### src/rtl/piso_tx_ctrl.sv
// rtl/piso_tx_ctrl.sv - serial transmit controller sequencing a PISO shift register
module piso_tx_ctrl #(
    parameter int WIDTH      = 4,
    parameter int GAP_CYCLES = 1,
    parameter int CNT_W      = 8
) (
    input  logic             clk,
    input  logic             rst,
    input  logic [WIDTH-1:0] din,
    input  logic             din_valid,
    output logic             din_ready,
    input  logic             flush,
    output logic             sout,
    output logic             sout_valid,
    output logic             sl,
    output logic             done,
    output logic [CNT_W-1:0] frames_sent
);

    // Bit counter spans 0..WIDTH-1; gap counter spans 0..GAP_CYCLES-1 and
    // keeps one bit even when the gap is disabled so the vector stays legal.
    localparam int BW      = $clog2(WIDTH);
    localparam int GW      = (GAP_CYCLES > 0) ? $clog2(GAP_CYCLES + 1) : 1;
    localparam bit HAS_GAP = (GAP_CYCLES > 0);

    localparam logic [BW-1:0] BIT_LAST = BW'(WIDTH - 1);
    localparam logic [GW-1:0] GAP_LAST = GW'((GAP_CYCLES > 0) ? (GAP_CYCLES - 1) : 0);

    typedef enum logic [1:0] {
        S_IDLE  = 2'd0,
        S_SHIFT = 2'd1,
        S_GAP   = 2'd2
    } state_t;

    state_t           r_state;
    logic [WIDTH-1:0] r_shreg;
    logic [BW-1:0]    r_bit_cnt;
    logic [GW-1:0]    r_gap_cnt;
    logic [CNT_W-1:0] r_frames;
    logic             r_sout;
    logic             r_sout_valid;
    logic             r_sl;
    logic             r_done;

    logic w_last_bit;
    logic w_gap_last;

    assign w_last_bit = (r_bit_cnt == BIT_LAST);
    assign w_gap_last = (r_gap_cnt == GAP_LAST);

    // Ready is combinational so the source sees it in the same cycle the
    // controller returns to IDLE; it is forced low while reset is held.
    assign din_ready   = (r_state == S_IDLE) & ~rst;

    assign sout        = r_sout;
    assign sout_valid  = r_sout_valid;
    assign sl          = r_sl;
    assign done        = r_done;
    assign frames_sent = r_frames;

    // Frame sequencer: load, shift MSB first, optional idle gap; the serial
    // outputs are registered alongside the state so they always track shreg.
    always_ff @(negedge clk or posedge rst) begin
        if (rst) begin
            r_state      <= S_IDLE;
            r_shreg      <= '0;
            r_bit_cnt    <= '0;
            r_gap_cnt    <= '0;
            r_frames     <= '0;
            r_sout       <= 1'b0;
            r_sout_valid <= 1'b0;
            r_sl         <= 1'b0;
            r_done       <= 1'b0;
        end else begin
            r_done <= 1'b0;
            case (r_state)
                S_IDLE: begin
                    // flush outranks an offered word: nothing is taken
                    if (!flush && din_valid) begin
                        r_shreg      <= din;
                        r_bit_cnt    <= '0;
                        r_sout       <= din[WIDTH-1];
                        r_sout_valid <= 1'b1;
                        r_sl         <= 1'b1;
                        r_state      <= S_SHIFT;
                    end
                end

                S_SHIFT: begin
                    if (flush) begin
                        // abort: no done pulse, counter untouched
                        r_shreg      <= '0;
                        r_bit_cnt    <= '0;
                        r_sout       <= 1'b0;
                        r_sout_valid <= 1'b0;
                        r_sl         <= 1'b0;
                        r_state      <= S_IDLE;
                    end else if (w_last_bit) begin
                        r_done       <= 1'b1;
                        r_frames     <= r_frames + 1'b1;
                        r_sout       <= 1'b0;
                        r_sout_valid <= 1'b0;
                        r_sl         <= 1'b0;
                        r_gap_cnt    <= '0;
                        if (HAS_GAP) begin
                            r_state <= S_GAP;
                        end else begin
                            r_state <= S_IDLE;
                        end
                    end else begin
                        r_shreg   <= {r_shreg[WIDTH-2:0], 1'b0};
                        r_bit_cnt <= r_bit_cnt + 1'b1;
                        r_sout    <= r_shreg[WIDTH-2];
                    end
                end

                S_GAP: begin
                    if (flush) begin
                        r_shreg   <= '0;
                        r_gap_cnt <= '0;
                        r_state   <= S_IDLE;
                    end else if (w_gap_last) begin
                        r_gap_cnt <= '0;
                        r_state   <= S_IDLE;
                    end else begin
                        r_gap_cnt <= r_gap_cnt + 1'b1;
                    end
                end

                default: begin
                    r_sout       <= 1'b0;
                    r_sout_valid <= 1'b0;
                    r_sl         <= 1'b0;
                    r_state      <= S_IDLE;
                end
            endcase
        end
    end

endmodule

### config.mk
export PLATFORM = sky130hd
export DESIGN_NAME = piso_tx_ctrl
export DESIGN_NICKNAME = d
export VERILOG_FILES = /design/src/rtl/piso_tx_ctrl.sv
export SDC_FILE = /design/constraint.sdc
export NUM_CORES = 1
export LEC_CHECK = 0
export CAP_MARGIN = 10
export CORE_MARGIN = 2
export CORE_UTILIZATION = 40
export CTS_CLUSTER_SIZE = 20
export DETAILED_ROUTE_END_ITERATION = 10
export PLACE_DENSITY = 0.63
export SETUP_SLACK_MARGIN = 0.15
export SLEW_MARGIN = 20
export SYNTH_ARGS = -nofsm -noshare
export SYNTH_HDL_FRONTEND = slang
export SYNTH_SLANG_ARGS = --single-unit
### constraint.sdc
create_clock -name clk -period 2.5 [get_ports clk]
set_input_delay 0.375 -clock clk [delete_from_list [all_inputs] [get_ports clk]]
set_output_delay 0.375 -clock clk [all_outputs]
set_load 0.05 [all_outputs]
==> results.py, run 1 <==
metrics = {
    "timing": {
        "relSlewSlack_pct": 83.64,
        "finalSetupViolations": 16,
        "hold_viol_final": 0,
        "fin_tns_setup_ns": -0.8456,
        "clock_skew_ns": 0.003451,
        "setup_ws_ns": -0.3329,
        "tightest_slew_ns": 0.2455,
        "slew_viol_final": 0,
        "rsz0062_at_grt": "true",
    },
    "global_routing": {
        "grt_max_degree": 19,
        "grt_pass1_wl_um": 3622,
        "antenna_found_initial": 0,
        "grt_pass1_vias": 817,
        "grt_overflow_total": 0,
        "grtUsageTotal_pct": 18.01,
    },
    "yosys": {
        "netlist_top_cells_area": "dfrtn_1 (48%), ha_1 (8.0%), mux2_2 (4.8%)",
        "synthTopCellsByCount": "dfrtn_1 (18), nand2_1 (9), inv_1 (7), ha_1 (6)",
        "async_flop_share_pct": 100.0,
        "synth_edf_count": 0,
        "synth_warnings": 0,
        "synth.ff_latch_count": 18,
        "yosysTopAreaCell": "dfrtn_1",
        "syn-num-nets": 98,
        "yosys_most_used_dff": "dfrtn_1",
        "synth_cells": 84,
        "synth_top_area_share_pct": 48.06,
        "ys_seq_area_share_pct": 48.06,
        "synth.most_common_cell": "dfrtn_1",
        "synth.avg_cell_area_um2": 11.16,
        "synth.distinct_cells": 32,
        "syn-cell-area_um2": 937.1,
    },
    "pwr": {
        "p_leak_nw": 0.8200,
        "p_per_area_nw_per_um2": 762.5,
        "ir_drop_mv": 0.6089,
    },
    "floorplanning": {
        "die_area_um2": 2746,
        "core_um2": 2212,
        "rows": 17,
        "die_x_um": 52.41,
        "io-pin-count": 21,
        "die_h_um": 52.41,
        "initial_utilization_pct": 42.36,
    },
    "clock_network": {
        "insertion_delay_ns": 0.29,
        "cts_sinks": 18,
        "cts_tree": "done",
        "clock_path_buffers": 2,
        "cts_root_buffer": "clkbuf_4",
        "path_clk_slew_ns": 0.07,
        "htree_levels": 1,
        "hold_buffers": 0,
        "cts_buffers": 3,
    },
    "cells_and_area": {
        "drive_gt1_share_pct": 45.38,
        "final_nets": 145,
        "antenna_cells": 0,
        "fillers": 163,
        "area_delta_synth_final_pct": 70.36,
        "final_cell_area_um2": 1597,
    },
    "flow_run": {
        "maxCapViolCount": 0,
    },
    "detailed_routing": {
        "routed_wl_um": 2068,
        "drc": 0,
        "num_vias": 786,
        "via_per_inst": 4.975,
        "firstDrtPassIters": 2,
        "wire_per_inst_um": 13.09,
        "drt_iter0_markers": 6,
        "drtAntennaViolNets": 0,
    },
    "placed_design": {
        "gp_congestion": 0.8117,
        "placed_cell_area_um2": 1403,
        "place_ws_ns": -0.8464,
        "io_buffers": 20,
        "hpwl_um": 1426,
    },
    "worst_setup_path": {
        "r2r-start": "r_state[1]",
        "cp.arrival_ns": 2.46,
        "cp_max_fo": 2,
        "critPathLaunchType": "flip-flop",
        "cp.required_ns": 2.12,
        "reg2reg_to": "r_shreg[0]",
        "timing_worst_setup_path_type": "reg -> out",
        "cp-end-kind": "primary output",
        "r2r_slack_ns": 0.57,
        "r2r_cells": 8,
    },
    "status": {
        "status": "complete, but fails checks",
        "violations": "negative setup slack",
    },
    "min_path": {
        "whs_path_depth": 1,
        "worstHoldStart": "r_bit_cnt[0]",
        "hp-class": "reg -> reg",
        "worst_hold_path.endpoint": "r_bit_cnt[0]",
    },
}
-- layout by cell type, fill, tap and decap left out, drive strengths merged, types with 2 or more instances in the layout --
cell type      Yosys  routed
o22ai              4       4
buf                1      39
nor2b              3       3
mux2               4       4
nor3               2       2
nor2               2       2
inv                8       8
ha                 6       6
dfrtn             18      18
xor2               3       3
xnor2              4       4
nand2              9       9
nand2b             2       2
clkbuf             1       4
clkdlybuf4s50      0       4
-- power by group --
group          total, mW  switching (mW)  internal, mW
Clock              0.181          0.0925        0.0887
Combinational      0.629           0.288         0.342
Sequential         0.407          0.0506         0.356
Total               1.22           0.431         0.787
-- critical path, stage by stage, from the launching register on --
cell and delay [ns]:
dfrtn_1 0.44, inv_2 0.06, ha_4 0.15, nor2b_4 0.12
buf_12 0.14
-- per-layer routing --
layer  vias up  GRT usage [%]  share of wire (%)
li1        378              -                  -
met1       393          22.77                 46
met2        13          29.17                 50
met3         2          3.714                2.9
met4         0          8.547                1.3
met5         -              0                  0
-- metrics by stage --
stage	instances	hold slack (ns)	total power, mW	utilization (%)
4_1_cts	154	0.4298	1.202	69.51
3_3_place_gp	140	0.4178	0.9705	63.41
6_report	158	0.4226	1.217	72.17
5_1_grt	158	0.4772	1.279	72.17
3_5_place_dp	140	0.4280	0.9834	63.41
2_1_floorplan	84	0.4086	0.7737	-
-- sequential cells by signal (all words and copies together) (netlist names) --
| name | flops |
|---|---|
| frames_sent | 8 |
| r_state | 2 |
| r_shreg | 3 |
| sl | 1 |
| sout | 1 |
| r_bit_cnt | 2 |
| done | 1 |
-- cell type report --
class                      instances  area, um^2  area share (%)
sequential                        18       450.4           28.21
multi-input combinational         56       513.0           32.13
timing repair buffer              44       529.3           33.15
clock buffer                       4       36.28           2.273
tap                               28       35.03           2.194
inverter                           8       32.53           2.038
-- worst max-delay path by stage --
stage | from | to | slack (ns) | cells after the start
final | r_state[1] | din_ready | -0.33 | 4
after global routing | r_state[1] | din_ready | -0.37 | 4
after CTS | r_state[1] | din_ready | -0.33 | 4
after detailed placement | flush | r_shreg[0] | -0.85 | 5
after global placement | flush | r_shreg[0] | -0.81 | 5
after floorplan | r_state[0] | din_ready | -0.24 | 4
-- what timing repair did --
action                     in CTS  in global routing
resized for setup              17                  6
buffers inserted               10                  4
pin swaps                       2                  3
setup endpoints to repair      31                 20
-- kinds of logic after synthesis --
kind of cell,share of synthesized area [%]
xor gates and xnor gates,6.542
buffers and inverters,4.406
and+or+nand+nor,15.09
adders and majority gates,8.010
AOI/OAI and AO/OA,12.02
DFF,48.06
muxes,5.874
Note: power is estimated with default switching activity, not from simulation.
==> run 2, diff against run 1 <==
--- a/config.mk
+++ b/config.mk
@@ -5,14 +5,16 @@
 export SDC_FILE = /design/constraint.sdc
 export NUM_CORES = 1
 export LEC_CHECK = 0
+export ABC_AREA = 1
 export CAP_MARGIN = 10
 export CORE_MARGIN = 2
 export CORE_UTILIZATION = 40
 export CTS_CLUSTER_SIZE = 20
 export DETAILED_ROUTE_END_ITERATION = 10
-export PLACE_DENSITY = 0.63
+export PLACE_DENSITY = 0.62
 export SETUP_SLACK_MARGIN = 0.15
 export SLEW_MARGIN = 20
 export SYNTH_ARGS = -nofsm -noshare
 export SYNTH_HDL_FRONTEND = slang
 export SYNTH_SLANG_ARGS = --single-unit
+export TNS_END_PERCENT = 5
==> results.py, run 2 <==
metrics = {
    "detailed_routing": {
        "drc": 0,
        "drtAntennaViolNets": 0,
        "wire_per_inst_um": 10.99,
        "firstDrtPassIters": 4,
        "via_per_inst": 4.717,
        "drt_iter0_markers": 14,
        "num_vias": 868,
        "routed_wl_um": 2022,
    },
    "pwr": {
        "p_per_area_nw_per_um2": 894.9,
        "ir_drop_mv": 0.7625,
        "p_leak_nw": 0.8073,
    },
    "yosys": {
        "synth.ff_latch_count": 18,
        "yosys_most_used_dff": "dfrtn_1",
        "synth_top_area_share_pct": 46.45,
        "synthTopCellsByCount": "nand2_1 (41), inv_1 (19), dfrtn_1 (18), nand3_1 (8), ha_1 (6)",
        "yosysTopAreaCell": "dfrtn_1",
        "syn-cell-area_um2": 969.7,
        "synth_cells": 119,
        "async_flop_share_pct": 100.0,
        "syn-num-nets": 133,
        "synth.distinct_cells": 21,
        "synth.avg_cell_area_um2": 8.149,
        "synth_warnings": 0,
        "synth_edf_count": 0,
        "netlist_top_cells_area": "dfrtn_1 (46%), nand2_1 (16%), ha_1 (7.7%)",
        "synth.most_common_cell": "nand2_1",
        "ys_seq_area_share_pct": 46.45,
    },
    "clock_network": {
        "cts_buffers": 3,
        "path_clk_slew_ns": 0.07,
        "cts_sinks": 18,
        "cts_root_buffer": "clkbuf_4",
        "insertion_delay_ns": 0.30,
        "htree_levels": 1,
        "clock_path_buffers": 2,
        "hold_buffers": 0,
        "cts_tree": "done",
    },
    "placed_design": {
        "hpwl_um": 1521,
        "io_buffers": 20,
        "placed_cell_area_um2": 1433,
        "dp_cells": 177,
        "place_ws_ns": -0.3117,
        "gp_congestion": 0.8061,
    },
    "cells_and_area": {
        "final_cell_area_um2": 1525,
        "multiInputGateArea_um2": 486.7,
        "largest_reg_flops": 8,
        "finalNonFillerCells": 184,
        "mostFrequentLayoutCell": "nand2_1",
        "area_delta_synth_final_pct": 57.29,
        "layout_common_cells": "nand2_1 (39), dfrtn_1 (18), inv_1 (16), buf_12 (14), buf_4 (14)",
        "drive_gt1_share_pct": 31.41,
        "final_nets": 172,
        "seq_area_um2": 450.4,
        "fillers": 186,
        "antenna_cells": 0,
    },
    "global_routing": {
        "grt_overflow_total": 0,
        "antenna_found_initial": 0,
        "grt_pass1_vias": 871,
        "grtUsageTotal_pct": 18.11,
        "grt_pass1_wl_um": 3691,
        "grt_max_degree": 19,
    },
    "timing": {
        "setup_ws_ns": -0.3350,
        "relSlewSlack_pct": 84.55,
        "hold_viol_final": 0,
        "slew_viol_final": 0,
        "rsz0062_at_grt": "true",
        "tightest_slew_ns": 0.2300,
        "clock_skew_ns": 0.002904,
        "fin_tns_setup_ns": -1.371,
        "finalSetupViolations": 13,
    },
    "worst_setup_path": {
        "cp_max_fo": 2,
        "cp.required_ns": 2.12,
        "timing_worst_setup_path_type": "reg -> out",
        "critPathLaunchType": "flip-flop",
        "cp.arrival_ns": 2.46,
        "cp-end-kind": "primary output",
    },
    "floorplanning": {
        "die_x_um": 53.24,
        "die_h_um": 53.24,
        "die_area_um2": 2834,
        "core_um2": 2255,
        "initial_utilization_pct": 43.01,
        "io-pin-count": 21,
        "rows": 17,
    },
    "status": {
        "violations": "negative setup slack",
        "status": "complete, but fails checks",
    },
    "min_path": {
        "hp-class": "reg -> reg",
    },
    "flow_run": {
        "maxCapViolCount": 0,
    },
}
==> run 2: cell count changes after synthesis, moves of 2 or more <==
cell,delta
inv_1,+12
mux2_2,-4
nand2_1,+32
nand2b_1,-2
nand3_1,+7
nor2_2,+3
nor2b_1,-3
o21ai_0,+3
o21ai_1,+2
o22ai_1,-2
xnor2_1,-2
==> run 2: critical path, stage by stage, from the launching register on <==
cell and delay, ns:
dfrtn_1 0.44, inv_2 0.07, ha_4 0.17, inv_4 0.06, nor2_4 0.03, buf_12 0.14
==> run 2: repair_timing <==
| item | 4_1_cts | 5_1_grt |
|---|---|---|
| endpoints found under the setup margin | 31 | 25 |
| resized for setup | 10 | 6 |
| buffers inserted | 2 | 2 |
| pin swaps | 5 | 8 |
| gates cloned | 0 | 0 |
==> run 2: layout make-up <==
type	instances	area share, %
multi-input cells	80	31.91
repair buffers	35	29.70
flip-flops and latches	18	29.53
inverters	20	5.086
well taps	28	2.297
clock buffers	3	1.477
==> run 2: metrics by stage <==
stage / hold slack, ns / util, % / total power, mW
floorplan: 0.4093 / - / 0.8173
global placement: 0.4358 / 63.54 / 1.101
detailed placement: 0.4349 / 63.54 / 1.123
CTS: 0.4407 / 66.48 / 1.338
global route: 0.4765 / 67.65 / 1.471
finish: 0.4349 / 67.65 / 1.365
==> run 2: path summary, 6_finish.rpt <==
path | from | to | slack [ns] | cells past startpoint
setup / recovery | r_state[1] | din_ready | -0.34 | 5
hold / removal | r_shreg[0] | r_shreg[0] | 0.43 | 2
setup reg to reg | r_state[0] | r_shreg[0] | 0.84 | 9
hold reg to reg | r_shreg[0] | r_shreg[0] | 0.43 | 2
max in group asynchronous | rst | r_shreg[0] | 0.73 | 3
min in group asynchronous | rst | sl | 1.62 | 3
==> run 2: layer usage <==
metal	GRT usage, %	part of all wire, %
met1	22.02	45
met2	30.25	49
met3	5.932	4.4
met4	5.128	1.2
met5	0	0
==> run 2: logic make-up after synthesis <==
| family | after synthesis | synth area share [%] |
|---|---|---|
| buffers and inverters | 21 | 8.516 |
| XOR/XNOR | 4 | 3.614 |
| AO/OA/AOI/OAI | 10 | 5.419 |
| adder cells (fa/ha/maj) | 6 | 7.742 |
| AND/OR/NAND/NOR | 60 | 28.26 |
| flip-flops | 18 | 46.45 |
==> run 2: power by group <==
| part | internal, mW | switching (mW) | total, mW |
|---|---|---|---|
| registers | 0.360 | 0.0601 | 0.420 |
| clock network | 0.0563 | 0.0908 | 0.147 |
| logic | 0.384 | 0.413 | 0.798 |
==> run 3, diff against run 2 <==
--- a/config.mk
+++ b/config.mk
@@ -9,6 +9,7 @@
 export CAP_MARGIN = 10
 export CORE_MARGIN = 2
 export CORE_UTILIZATION = 40
+export CTS_BUF_LIST = sky130_fd_sc_hd__clkbuf_16
 export CTS_CLUSTER_SIZE = 20
 export DETAILED_ROUTE_END_ITERATION = 10
 export PLACE_DENSITY = 0.62
==> results.py, run 3 (synthesized netlist as in run 2, its figures left out) <==
metrics = {
    "timing": {
        "slew_viol_final": 0,
        "setup_ws_ns": -0.2902,
        "tightest_slew_ns": 0.2541,
        "finalSetupViolations": 11,
        "rsz0062_at_grt": "true",
        "hold_viol_final": 0,
        "fin_tns_setup_ns": -0.9767,
        "relSlewSlack_pct": 82.93,
        "clock_skew_ns": 0.001657,
    },
    "cells_and_area": {
        "fillers": 184,
        "layout_common_cells": "nand2_1 (41), dfrtn_1 (18), inv_1 (16), buf_12 (14), buf_4 (14)",
        "final_nets": 172,
        "drive_gt1_share_pct": 29.49,
        "fin_util_pct": 69.15,
        "mostFrequentLayoutCell": "nand2_1",
        "largest_reg_flops": 8,
        "antenna_cells": 0,
        "area_delta_synth_final_pct": 60.77,
    },
    "pwr": {
        "p_per_area_nw_per_um2": 968.8,
        "ir_drop_mv": 0.7948,
        "p_leak_nw": 0.8156,
    },
    "detailed_routing": {
        "firstDrtPassIters": 4,
        "drc": 0,
        "routed_wl_um": 2123,
        "num_vias": 851,
        "via_per_inst": 4.625,
        "drt_iter0_markers": 9,
        "wire_per_inst_um": 11.54,
        "drtAntennaViolNets": 0,
    },
    "status": {
        "status": "complete, but fails checks",
        "violations": "negative setup slack",
    },
    "global_routing": {
        "antenna_found_initial": 0,
        "grtUsageTotal_pct": 17.81,
        "grt_pass1_wl_um": 3684,
        "grt_pass1_vias": 856,
        "grt_max_degree": 19,
        "grt_overflow_total": 0,
    },
    "worst_setup_path": {
        "r2r-start": "r_state[0]",
        "cp.arrival_ns": 2.42,
        "r2r_slack_ns": 0.85,
        "r2r_cells": 9,
        "cp_max_fo": 2,
        "cp.required_ns": 2.12,
        "critPathLaunchType": "flip-flop",
        "crit_path_top_delay_cell": "dfrtn_1",
        "timing_worst_setup_path_type": "reg -> out",
        "cp-end-kind": "primary output",
        "path_cells": "inv_2 -> ha_4 -> inv_4 -> nor2_4 -> buf_12",
        "reg2reg_to": "r_shreg[1]",
        "slowest_delay_ns": 0.43,
    },
    "min_path": {
        "hp-class": "reg -> reg",
        "worst_hold_path.endpoint": "r_shreg[0]",
        "worstHoldStart": "r_shreg[0]",
        "whs_path_depth": 2,
    },
    "floorplanning": {
        "die_x_um": 53.24,
        "rows": 17,
        "io-pin-count": 21,
        "core_um2": 2255,
        "initial_utilization_pct": 43.01,
        "die_area_um2": 2834,
        "die_h_um": 53.24,
    },
    "placed_design": {
        "gp_congestion": 0.8061,
        "io_buffers": 20,
        "hpwl_um": 1521,
    },
    "clock_network": {
        "cts_tree": "done",
        "clock_path_buffers": 2,
        "path_clk_slew_ns": 0.04,
        "htree_levels": 1,
        "cts_buffers": 3,
        "insertion_delay_ns": 0.28,
        "cts_root_buffer": "clkbuf_16",
        "cts_sinks": 18,
    },
    "flow_run": {
        "maxCapViolCount": 0,
    },
}
-- run 3: metrics by stage --
| step | area [um^2] | setup slack (ns) | std cells | total power, mW | hold WS (ns) |
|---|---|---|---|---|---|
| 2_1_floorplan | 979.7 | -0.1081 | 119 | 0.8173 | 0.4093 |
| 3_3_place_gp | 1433 | -0.3013 | 177 | 1.101 | 0.4358 |
| 3_5_place_dp | 1433 | -0.3117 | 177 | 1.123 | 0.4349 |
| 4_1_cts | 1538 | -0.2776 | 182 | 1.496 | 0.4403 |
| 5_1_grt | 1559 | -0.3465 | 184 | 1.619 | 0.4753 |
| 6_report | 1559 | -0.2902 | 184 | 1.510 | 0.4419 |
-- run 3: metal layers --
layer | GRT usage, % | wire length, um | vias up
li1 | - | - | 442
met1 | 22.38 | 939 | 390
met2 | 29.84 | 1081 | 15
met3 | 5.367 | 77 | 4
met4 | 3.846 | 25 | 0
met5 | 0 | 0 | -
-- run 3: worst max-delay path: cells and delay by family, from the launching register on --
family        cells  cell delay (ns)
buf+inv           3             0.26
fa+ha+maj         1             0.16
simple gates      1             0.03
flops             1             0.43
-- run 3: worst max path at each step --
stage	slack [ns]	start	endpoint
floorplan	-0.11	r_state[1]	din_ready
global placement	-0.30	flush	frames_sent[6]
detailed placement	-0.31	flush	sl
CTS	-0.28	r_state[0]	din_ready
global route	-0.35	r_state[1]	din_ready
finish	-0.29	r_state[1]	din_ready
-- run 3: layout make-up --
cell class | instances | area, um^2 | area share [%]
multi-input combinational | 80 | 471.7 | 30.26
sequential | 18 | 450.4 | 28.89
timing repair buffer | 35 | 449.2 | 28.81
inverter | 20 | 77.57 | 4.976
clock buffer | 3 | 75.07 | 4.815
tap | 28 | 35.03 | 2.247
-- run 3: power by group --
group	switching (mW)	internal, mW	leakage [nW]	total, mW
combinational	0.403	0.374	0.547	0.776
sequential	0.0602	0.361	0.232	0.421
clock	0.103	0.210	0.0370	0.313
-- run 3: what timing repair did --
item	CTS	global route
setup endpoints to repair	31	25
endpoints found under the hold margin	0	0
pin swaps	4	5
hold buffers	0	0
setup buffers	2	2
resized for setup	7	4
